**src/rtl/slice_add_seq.sv**
```systemverilog
// ---------------------------------------------------------------------------
// slice_add_seq
//   Wide (N_BIT*N_WORDS) add/subtract built by time-multiplexing one external
//   N_BIT-bit combinational adder slice. One slice is processed per cycle,
//   least significant first. The carry between slices lives in r_carry.
//
// Ports
//   clk, rst_n         rising-edge clock, async active-low reset
//   start, sub         request pulse (IDLE only) and op select (1 = A-B)
//   op_a, op_b         W-bit operands, latched with start
//   busy               high while in RUN or DONE
//   done               one-cycle pulse, result/c_out/overflow valid
//   result             W-bit sum/difference, held until next accepted start
//   c_out              final carry (for sub: 1 = no borrow)
//   overflow           two's-complement overflow of the W-bit operation
//   add_a/add_b/add_c_in  drive the external slice (zero outside RUN)
//   add_sum/add_c_out  combinational response of the external slice
// ---------------------------------------------------------------------------
module slice_add_seq #(
    parameter int N_BIT   = 4,
    parameter int N_WORDS = 4
) (
    input  logic                     clk,
    input  logic                     rst_n,
    input  logic                     start,
    input  logic                     sub,
    input  logic [N_BIT*N_WORDS-1:0] op_a,
    input  logic [N_BIT*N_WORDS-1:0] op_b,
    output logic                     busy,
    output logic                     done,
    output logic [N_BIT*N_WORDS-1:0] result,
    output logic                     c_out,
    output logic                     overflow,
    output logic [N_BIT-1:0]         add_a,
    output logic [N_BIT-1:0]         add_b,
    output logic                     add_c_in,
    input  logic [N_BIT-1:0]         add_sum,
    input  logic                     add_c_out
);

    localparam int IW = (N_WORDS > 1) ? $clog2(N_WORDS) : 1;
    localparam logic [IW-1:0] LAST = IW'(N_WORDS - 1);

    typedef enum logic [1:0] {
        S_IDLE = 2'd0,
        S_RUN  = 2'd1,
        S_DONE = 2'd2
    } state_t;

    state_t                          r_state;
    logic [IW-1:0]                   r_idx;
    logic                            r_carry;
    logic                            r_sub;
    logic [N_WORDS-1:0][N_BIT-1:0]   r_a;
    logic [N_WORDS-1:0][N_BIT-1:0]   r_b;
    logic [N_WORDS-1:0][N_BIT-1:0]   r_result;
    logic                            r_c_out;
    logic                            r_ovf;
    logic                            r_done;

    logic                            w_run;
    logic                            w_a_msb;
    logic                            w_b_msb;
    logic                            w_ovf;

    assign w_run = (r_state == S_RUN);

    // Slice operands are gated to zero outside RUN so the external adder
    // sees a quiet bus while idle.
    assign add_a    = w_run ? r_a[r_idx] : '0;
    assign add_b    = w_run ? (r_b[r_idx] ^ {N_BIT{r_sub}}) : '0;
    assign add_c_in = w_run & r_carry;

    // Overflow uses the sign of the top slice's sum, so it is only
    // meaningful on the last RUN cycle, which is the only place it is used.
    assign w_a_msb = r_a[N_WORDS-1][N_BIT-1];
    assign w_b_msb = r_b[N_WORDS-1][N_BIT-1] ^ r_sub;
    assign w_ovf   = (w_a_msb == w_b_msb) && (add_sum[N_BIT-1] != w_a_msb);

    always_ff @(posedge clk or negedge rst_n) begin
        if (!rst_n) begin
            r_state  <= S_IDLE;
            r_idx    <= '0;
            r_carry  <= 1'b0;
            r_sub    <= 1'b0;
            r_a      <= '0;
            r_b      <= '0;
            r_result <= '0;
            r_c_out  <= 1'b0;
            r_ovf    <= 1'b0;
            r_done   <= 1'b0;
        end else begin
            r_done <= 1'b0;
            case (r_state)
                S_IDLE: begin
                    if (start) begin
                        r_a     <= op_a;
                        r_b     <= op_b;
                        r_sub   <= sub;
                        r_idx   <= '0;
                        // Subtraction is A + ~B + 1: seed the carry with sub.
                        r_carry <= sub;
                        r_state <= S_RUN;
                    end
                end
                S_RUN: begin
                    r_result[r_idx] <= add_sum;
                    r_carry         <= add_c_out;
                    if (r_idx == LAST) begin
                        // Flags are captured on the final slice so they are
                        // valid in the same cycle done is high.
                        r_c_out <= add_c_out;
                        r_ovf   <= w_ovf;
                        r_done  <= 1'b1;
                        r_state <= S_DONE;
                    end else begin
                        r_idx <= r_idx + 1'b1;
                    end
                end
                S_DONE: begin
                    r_state <= S_IDLE;
                end
                default: begin
                    r_state <= S_IDLE;
                end
            endcase
        end
    end

    assign busy     = (r_state == S_RUN) || (r_state == S_DONE);
    assign done     = r_done;
    assign result   = r_result;
    assign c_out    = r_c_out;
    assign overflow = r_ovf;

endmodule

```
**config.mk**
```make
export PLATFORM = sky130hd
export DESIGN_NAME = slice_add_seq
export DESIGN_NICKNAME = d
export VERILOG_FILES = /design/src/rtl/slice_add_seq.sv
export SDC_FILE = /design/constraint.sdc
export NUM_CORES = 1
export LEC_CHECK = 0
export BUFFER_PORTS_ARGS = -buffer_cell sky130_fd_sc_hd__buf_2
export CAP_MARGIN = 20
export CORE_MARGIN = 5
export CORE_UTILIZATION = 56
export CTS_CLUSTER_DIAMETER = 60
export DETAILED_ROUTE_END_ITERATION = 16
export HOLD_SLACK_MARGIN = 0.03
export MAX_ROUTING_LAYER = met4
export PLACE_DENSITY = 0.89
export REMOVE_ABC_BUFFERS = 1
export SLEW_MARGIN = 20
export SYNTH_ARGS = -nofsm -noshare
export SYNTH_HDL_FRONTEND = slang
export SYNTH_SLANG_ARGS = --single-unit
```
**constraint.sdc**
```tcl
create_clock -name clk -period 3.9 [get_ports clk]
set_input_delay 0.585 -clock clk [delete_from_list [all_inputs] [get_ports clk]]
set_output_delay 0.585 -clock clk [all_outputs]
set_load 0.1 [all_outputs]
```
==> impl_results.md, run 1 <==
* Die Span X at 78.61 um
* WP data required at ~3.3 ns
* Crit. End Element: output pin
* Clock Sinks at 57
* Hold Crit Class: input pin to asynchronous set/reset pin
* Crit path max-delay family: flip-flops
* Final setup TNS at 0 ns
* Endpoints failing hold at 0
* Initial DRC count at 58
* Seq cells post-synth at 57
* Die H at 78.61 um
* Antenna diodes at 0
* Routed length per placed instance at roughly 16 um
* Vias in the first global route at around 1800
* Drt drc at 0
* Initial Util at 0.5656
* Largest net degree at the start of global routing at 37
* Slowest cell on crit path: dfrtp_1
* Final setup fails at 0
* Min Clock Period, post-route at approximately 3.1 ns
* Outcome: completed
* Reg area at 0.001426 mm^2
* Worst EP arrival at roughly 2.5 ns
* Via Count at between 1500 and 2000
* Hold-fix buffers, CTS at 0
* Die area at a little over 0.006 mm^2
* Detailed-placement wirelength estimate at between 3000 and 4000 um
* Distinct cells, synth at 27
* CTS H-Tree Depth at 3
* WP buf/inv at 1
* I/O pin count at 70
* Gpl congestion at between 0.7 and 0.8
* First-pass DRT Iterations at 4
* Clk root buf: clkbuf_8
* Post-Route WL at 5105 um
* R2R Setup Slk at 1.64 ns
* Max-cap violations at 0
* Post-synthesis sequential area ratio at 0.5411
* YS warnings at 0
* Crit-path max cell delay at between 0.7 and 0.8 ns
* Post-CTS resize count at 0
* Layout cells sized above 1 at 0.5504
* Global-route usage over all layers at 0.1923
* Max_slew headroom at 0.4718
* Fillers at between 300 and 400
* Clock Path Buffers at 2
* Via/cell ratio at 5.308
* Placement row count at 25
* CTS Buf Count at 9
* Max Slew Vio Count at 0
* Worst-path clk slew at roughly 0.06 ns
* WHS at between 0.3 and 0.4 ns
* Final net count at ~300
* Final period util at 0.7837
* Synthesis-to-layout area growth at 21.36%
* RSZ-0062 raised after global routing: false
* Max frequency at between 300 and 400 MHz
* Crit-path cells: mux4_1, xor2_1, and2_1, buf_2
* Area of the multi-input gates at between 0.001 and 0.0015 mm^2
* Clock Latency Late Sink at between 0.3 and 0.4 ns
* Routed Antenna Nets at 0
* Core Footprint at 0.004661 mm^2
* Startpoint class of the critical path: register
* Post-Synthesis Cells at 180
* Clock Skews at around 0.0048 ns
* Crit-path max FO at 14
* Post-CTS repair timing setup buffer count at 0
* Setup Crit Path Kind: register to output pin
* Post-synthesis cell area at approximately 0.0026 mm^2
* Port-buffer cells at 69
* Slew @ Worst Pin at just under 0.8 ns
* Post-Syn Area per Cell at between 10 and 15 um^2
* Grt ovf at 0
* First-pass GRT wire length at roughly 8500 um
* Antenna violations before repair at 0
* CTS tree: done
-- flip-flops by register name, summed over array words and instances, names as in the netlist --
signal	flops
r_a	16
r_b	16
result	16
r_idx	2
r_state	2
c_out	1
done	1
overflow	1
r_carry	1
r_sub	1
-- cell usage after synthesis (all sizes together) --
cell	instances	area (um^2)
dfrtp	57	1426
mux2	53	596.8
and2	9	56.30
mux4	8	202.7
nand2	8	30.03
buf	7	41.29
ha	7	87.58
inv	6	22.52
xor2	4	35.03
a21oi	3	15.01
nand2b	2	12.51
o21ai	2	10.01
o22ai	2	12.51
clkbuf	1	3.750
nand3	1	5.000
nand3b	1	7.510
nand4b	1	8.760
nor2	1	3.750
nor2b	1	6.260
o21a	1	7.510
o221ai	1	8.760
o311ai	1	8.760
or3b	1	8.760
or4b	1	10.01
xnor2	1	8.760
-- worst reg2reg max path, cell delays in order (launching register included) --
cell     delay, ns
dfrtp_1       0.36
inv_1         0.10
ha_1          0.63
nand2_1       0.43
or4b_1        0.59
nand3_1       0.09
-- placed cells by master (no fill, tap or decap), drive strengths merged, types with 2 or more instances in the layout --
master	count
buf	71
inv	6
ha	7
dfrtp	57
nand2	8
clkbuf	12
a21oi	3
clkinv	3
mux2	53
and2	9
o21ai	2
nand2b	2
xor2	4
mux4	8
o22ai	2
-- area by class of cell --
type,instances,share of cell area
Tap cell,54,0.02112
Multi-Input combinational cell,109,0.3571
Timing Repair Buffer,71,0.1126
Clock inverter,3,0.004693
Clock buffer,12,0.05162
Inverter,6,0.007039
Sequential cell,57,0.4458
-- through the flow --
step | utilization | cells | cell area [um^2] | setup slack [ns]
4_1_cts | 0.6864 | 312 | 3199 | 0.8212
2_1_floorplan | - | 172 | 2591 | 1.209
5_1_grt | 0.6864 | 312 | 3199 | 0.7532
3_3_place_gp | 0.6478 | 297 | 3019 | 1.254
6_report | 0.6864 | 312 | 3199 | 0.8437
3_5_place_dp | 0.6478 | 297 | 3019 | 1.185
-- layer usage --
| layer | vias up | wire length, um | track usage |
|---|---|---|---|
| li1 | 790 | - | - |
| met1 | 804 | 2175 | 0.2315 |
| met2 | 55 | 2513 | 0.2988 |
| met3 | 7 | 347 | 0.04358 |
| met4 | 0 | 69 | 0.1101 |
| met5 | - | 0 | - |
-- path summary, 6_finish.rpt --
check / end / start / cells past startpoint
max: add_b[0] / r_idx[0]$_DFFE_PN0P_ / 4
min: result[14]$_DFFE_PN0P_ / rst_n / 1
max reg2reg: overflow$_DFFE_PN0P_ / r_state[1]$_DFFE_PN0P_ / 5
min reg2reg: overflow$_DFFE_PN0P_ / overflow$_DFFE_PN0P_ / 2
max in group asynchronous: r_a[11]$_DFFE_PN0P_ / rst_n / 2
min in group clk: overflow$_DFFE_PN0P_ / overflow$_DFFE_PN0P_ / 2
-- cell families (layout without fill, tap and decap cells) --
kind of cell	count (synthesis)	count (layout)	synth area share
adder cells (fa/ha/maj)	7	7	0.03322
XOR/XNOR	5	5	0.01661
buffers and inverters	14	92	0.02563
AO/OA/AOI/OAI	10	10	0.02373
flip-flops	57	57	0.5411
multiplexers	61	61	0.3033
AND/OR/NAND/NOR	26	26	0.05648
Power of run 1 is left out: the tool's default activity adds up to more than one toggle a clock period on the data nets, which glitch-free logic cannot reach.
==> run 2: changes to the inputs <==
Settings changed: ABC_AREA from default to 1, CORE_UTILIZATION 56 to 47, PLACE_DENSITY 0.89 to 0.8.
Clock period 3.9 ns to 2.6 ns, I/O delays scaled along.
==> run 2 against run 1 <==
Register-to-register slack got worse by 0.93 ns. Wire length increased by 14%. Utilization decreased by 7.8 points. Global-route usage decreased by 0.74 points. Synthesized cell count increased by 42%. Clock skew decreased by 0.00082 ns. Non-clock buffer count increased by 3. Final cell count increased by 31%. Flip-flop and latch count unchanged. Sequential share of layout area decreased by 1.5 points. First-iteration DRC count increased by 93%. Critical path depth unchanged. Critical path type unchanged. Critical endpoint is now add_a[1]. Largest cell class unchanged.
==> impl_results.md, run 2 <==
* Outcome: completed
* Layout cells sized above 1 at 0.3601
* Final setup margin at 0.2850 ns
* I/O pin count at 70
* Slew @ Worst Pin at 0.7194 ns
* CTS tree: done
* Top post-synthesis cells by area: dfrtp_1, mux2_2, nand2_1
* Initial DRC count at 112
* Crit. End Element: output pin
* RSZ-0062 raised after global routing: false
* Post-Place Cells at slightly below 400
* Most frequent cells after synthesis: nand2_1, dfrtp_1, mux2_2
* Final setup TNS at 0 ns
* Via/cell ratio at roughly 5
* Post-CTS resize count at 0
* Min Clock Period, post-route at ~2.3 ns
* Antenna diodes at 0
* Post-synth top area share at 0.5476
* Crit-path max FO at 17
* Commonest non-fill, non-tap cells in the layout: buf_2, nand2_1, dfrtp_1
* Gpl congestion at between 0.7 and 0.8
* Post-Syn Area per Cell at approximately 10 um^2
* Compound-gate portion of the synthesized area at 0.07877
* YS warnings at 0
* Clock Latency Late Sink at between 0.3 and 0.4 ns
* Seq cells post-synth at 57
* Clock Skews at 0.003949 ns
* Core Footprint at 0.005439 mm^2
* Main combinational cell family by area after synthesis: simple AND/OR/NAND/NOR gates
* Startpoint class of the critical path: register
* Post-Synth Simple-Gate Area at 0.1446
* Crit-path max cell delay at roughly 0.44 ns
* Clock Path Buffers at 2
* CTS Buf Count at 9
* Setup Crit Path Kind: register to output pin
* Post-synthesis mux area share at 0.1383
* Ys flop type: dfrtp_1
* Final net count at ~380
* Post-Route WL at 5798 um
* Crit path max-delay family: buffers and inverters
* DP Worst Slack at approximately 0.65 ns
* Antenna violations before repair at 0
* Max_slew headroom at 0.5204
* EDFF count, synth at 0
* Placement row count at 27
* Reg2Reg Launch Point: r_state[0]$_DFFE_PN0P_
* Final setup fails at 0
* Post-CTS repair timing setup buffer count at 0
* Detailed-placement wirelength estimate at a little over 4000 um
* Die Span X at between 80 and 90 um
* Endpoints failing hold at 0
* Vias in the first global route at approximately 2200
* Core Util, Final at 0.6082
* Final period util at 0.8904
* Post-Layout Cell Count at 408
* Max frequency at 432.0 MHz
* Largest net degree at the start of global routing at just under 60
* Most common cell after layout, fill and taps aside: buf_2
* Routed Antenna Nets at 0
* Post-Synthesis Cells at approximately 260
* Global-route usage over all layers at 0.1849
* Worst EP arrival at approximately 1.9 ns
* WP buf/inv at 2
* Slowest cell on crit path: buf_2
* Max Slew Vio Count at 0
* Die H at 84.45 um
* Hold Crit Class: input pin to asynchronous set/reset pin
* Distinct cells, synth at 19
* Fillers at between 400 and 500
* Initial Util at 0.4790
* Max-cap violations at 0
* Xor/xnor share of the synthesized area at 0.006724
* Worst-path clk slew at around 0.060 ns
* WP data required at between 2 and 2.5 ns
* CP startpoint: r_idx[0]$_DFFE_PN0P_
* First-pass GRT wire length at 10140 um
* CTS H-Tree Depth at 3
* Clock Sinks at between 50 and 60
* Crit-path cells: inv_1, o21ai_0, a21oi_1, buf_2
* Synth area leader: dfrtp_1
* Die area at approximately 0.0071 mm^2
* Post-synthesis sequential area ratio at 0.5476
* Drt drc at 0
* Post-Synth Adder-Cell Area at 0.03362
* Post-synthesis cell area at ~0.0026 mm^2
* Synthesis-to-layout area growth at 26.99%
* Port-buffer cells at ~70
* First-pass DRT Iterations at 4
* Via Count at around 2100
* Routed length per placed instance at ~14 um
* Clk root buf: clkbuf_8
* Grt ovf at 0
* Count leader, synth: nand2_1
* Hold-fix buffers, CTS at 0
* FFs w/ async S/R, synth at 1.000
==> run 2: cell count changes after synthesis, sizes merged, moves of 3 or more <==
cell	previous run	this run
a21oi	3	11
o21ai	2	26
mux4	8	0
inv	6	12
nand2	8	59
nand3	1	14
and2	9	0
mux2	53	32
nor2	1	22
xor2	4	1
==> run 2: per-layer routing <==
metal  global-route usage  up-vias  wire (um)
met5                    -        -          0
met4              0.08201        0        100
met3              0.05397       10        404
met2               0.2611       79       2700
met1               0.2472      985       2593
li1                     -      998          -
==> run 2: path summary, 6_finish.rpt <==
kind	slack [ns]	cells after the start	endpoint
worst max register to register	0.71	5	r_b[9]$_DFFE_PN0P_
worst min-delay path	0.19	2	c_out$_DFFE_PN0P_
worst min register to register	0.48	2	c_out$_DFFE_PN0P_
worst max-delay path	0.28	4	add_a[1]
min in group clk	0.28	2	r_b[5]$_DFFE_PN0P_
max in group asynchronous	1.92	2	r_a[0]$_DFFE_PN0P_
==> run 2: metrics by stage <==
| step | instance area (um^2) | hold WS, ns |
|---|---|---|
| 3_3_place_gp | 3100 | 0.4587 |
| 6_report | 3308 | 0.1851 |
| 5_1_grt | 3308 | 0.2556 |
| 3_5_place_dp | 3100 | 0.4621 |
| 4_1_cts | 3308 | 0.2199 |
| 2_1_floorplan | 2522 | 0.09441 |
==> run 2: area by class of cell <==
cell class / count / area, um^2 / share of cell area
Timing Repair Buffer: 74 / 488.0 / 0.1475
Tap cell: 72 / 90.09 / 0.02723
Clock buffer: 14 / 172.7 / 0.05219
Multi-Input combinational cell: 176 / 1047 / 0.3166
Clock inverter: 2 / 35.03 / 0.01059
Sequential cell: 57 / 1426 / 0.4312
Inverter: 13 / 48.80 / 0.01475
==> run 2: cell families after synthesis <==
group | count (synthesis)
AO/OA/AOI/OAI | 40
XOR/XNOR | 2
adder cells (fa/ha/maj) | 7
buffers and inverters | 23
flip-flops | 57
multiplexers | 32
AND/OR/NAND/NOR | 95
==> run 2: worst reg2reg max path, cell delays in order (launching register included) <==
cell     delay [ns]
dfrtp_1        0.35
inv_1          0.07
ha_1           0.24
nand2_2        0.46
buf_4          0.31
mux2_2         0.35
Power of run 2 is left out for the same reason.
==> run 3: changes to the inputs <==
Settings changed: PLACE_DENSITY 0.8 to 0.75.
==> run 3 against run 2 <==
Hold slack got worse by 0.13 ns. Flip-flop and latch count is the same. Non-clock buffer count did not move. Critical path depth is 1 higher. Design area down 0.91%. Fmax down 4.4%. Register-to-register slack lost 0.08 ns. Utilization down 0.55 points. Sequential share of layout area up 0.39 points. Die area stayed put. Clock-buffer cell count shrank 2. Critical endpoint is now add_a[2].
==> impl_results.md, run 3 (synthesized netlist as in run 2, its figures left out) <==
* Crit. End Element: output pin
* Crit-path max FO at 11
* Max_slew headroom at 0.5689
* Initial DRC count at just under 100
* Vias in the first global route at between 2000 and 2500
* CTS H-Tree Depth at 3
* Core Footprint at 0.005439 mm^2
* Most common cell after layout, fill and taps aside: buf_2
* Detailed-placement wirelength estimate at approximately 4200 um
* Endpoints failing hold at 0
* Post-CTS repair timing setup buffer count at 0
* Final period util at 0.9311
* Clock Sinks at 57
* Startpoint class of the critical path: register
* Drt drc at 0
* Post-CTS resize count at 0
* Global-route usage over all layers at 0.1839
* Fillers at 472
* CTS tree: done
* Worst-path clk slew at 0.06 ns
* Crit-path max cell delay at about 0.43 ns
* Final setup fails at 0
* Placement row count at 27
* Post-Route WL at about 5900 um
* Largest net degree at the start of global routing at 29
* Clock Path Buffers at 2
* Grt ovf at 0
* Routed length per placed instance at around 15 um
* CP dominant cell by count: inv_1
* Initial Util at 0.4790
* First-pass DRT Iterations at 4
* Die area at a little over 0.007 mm^2
* Max-cap violations at 0
* WP data required at approximately 2.2 ns
* Gpl congestion at 0.7811
* Clock Skews at 0.003887 ns
* First-pass GRT wire length at 10050 um
* Max frequency at 413.1 MHz
* I/O pin count at 70
* Max Slew Vio Count at 0
* Die H at about 84 um
* Commonest non-fill, non-tap cells in the layout: buf_2, nand2_1, dfrtp_1
* Hold-fix buffers, CTS at 0
* Slowest cell on crit path: ha_1
* Crit-path cells: inv_1, ha_1, inv_1, a21oi_1, buf_12
* Clock Latency Late Sink at 0.33 ns
* Via/cell ratio at around 5
* Routed Antenna Nets at 0
* Reg area at about 0.0014 mm^2
* Hold Crit Class: input pin to asynchronous set/reset pin
* Setup Crit Path Kind: register to output pin
* Antenna violations before repair at 0
* Antenna diodes at 0
* Min Clock Period, post-route at roughly 2.4 ns
* Final setup TNS at 0 ns
* Port-buffer cells at 69
* Outcome: completed
* Clk root buf: clkbuf_8
* Synthesis-to-layout area growth at 25.84%
* CTS Buf Count at 9
* Die Span X at roughly 84 um
* RSZ-0062 raised after global routing: false
* Layout cells sized above 1 at 0.3582
* Via Count at approximately 2000
* Slew @ Worst Pin at approximately 0.64 ns
* Area of the multi-input gates at 0.001047 mm^2
* Final net count at 379
* Worst EP arrival at 2.03 ns
run 3: worst max-delay path, delay by kind of cell, from the launching register on:
| family | cells | cell delay [ns] |
|---|---|---|
| AO/OA/AOI/OAI | 1 | 0.30 |
| adder cells (fa/ha/maj) | 1 | 0.43 |
| buffers and inverters | 3 | 0.59 |
| flip-flops | 1 | 0.38 |
run 3: final timing paths:
| check | startpoint | end | slack, ns | depth (start not counted) |
|---|---|---|---|---|
| worst max-delay path | r_state[1]$_DFFE_PN0P_ | add_a[2] | 0.18 | 5 |
| worst min-delay path | rst_n | result[12]$_DFFE_PN0P_ | 0.05 | 1 |
| worst max register to register | r_state[1]$_DFFE_PN0P_ | r_idx[1]$_DFFE_PN0P_ | 0.63 | 7 |
| worst min register to register | result[12]$_DFFE_PN0P_ | result[12]$_DFFE_PN0P_ | 0.48 | 2 |
| max in group asynchronous | rst_n | r_a[3]$_DFFE_PN0P_ | 1.87 | 2 |
| min in group clk | op_b[5] | r_b[5]$_DFFE_PN0P_ | 0.28 | 2 |
run 3: stage by stage:
step                  util  instances  setup slack, ns  cell area (um^2)  hold slack (ns)
global placement    0.5728        392           0.6922              3115           0.4161
global route        0.6027        407          0.05403              3278           0.1009
CTS                 0.6027        407           0.1927              3278          0.06545
floorplan                -        246          -0.3032              2522          0.09441
finish              0.6027        407           0.1792              3278          0.05425
detailed placement  0.5728        392           0.5828              3115           0.4220
run 3: cell type report:
cell class	count	share of cell area
multi-input combinational	176	0.3195
tap	72	0.02748
clock inverter	3	0.005344
timing repair buffer	74	0.1534
inverter	13	0.01489
clock buffer	12	0.04427
sequential	57	0.4351
run 3: layer usage:
layer  global-route usage  part of all wire  routed length [um]
met4              0.09209             0.027                 160
met5                    -                 0                   0
met3              0.04711             0.075                 443
met2               0.2604              0.43                2582
met1               0.2447              0.46                2751
Power of run 3 is left out for the same reason.
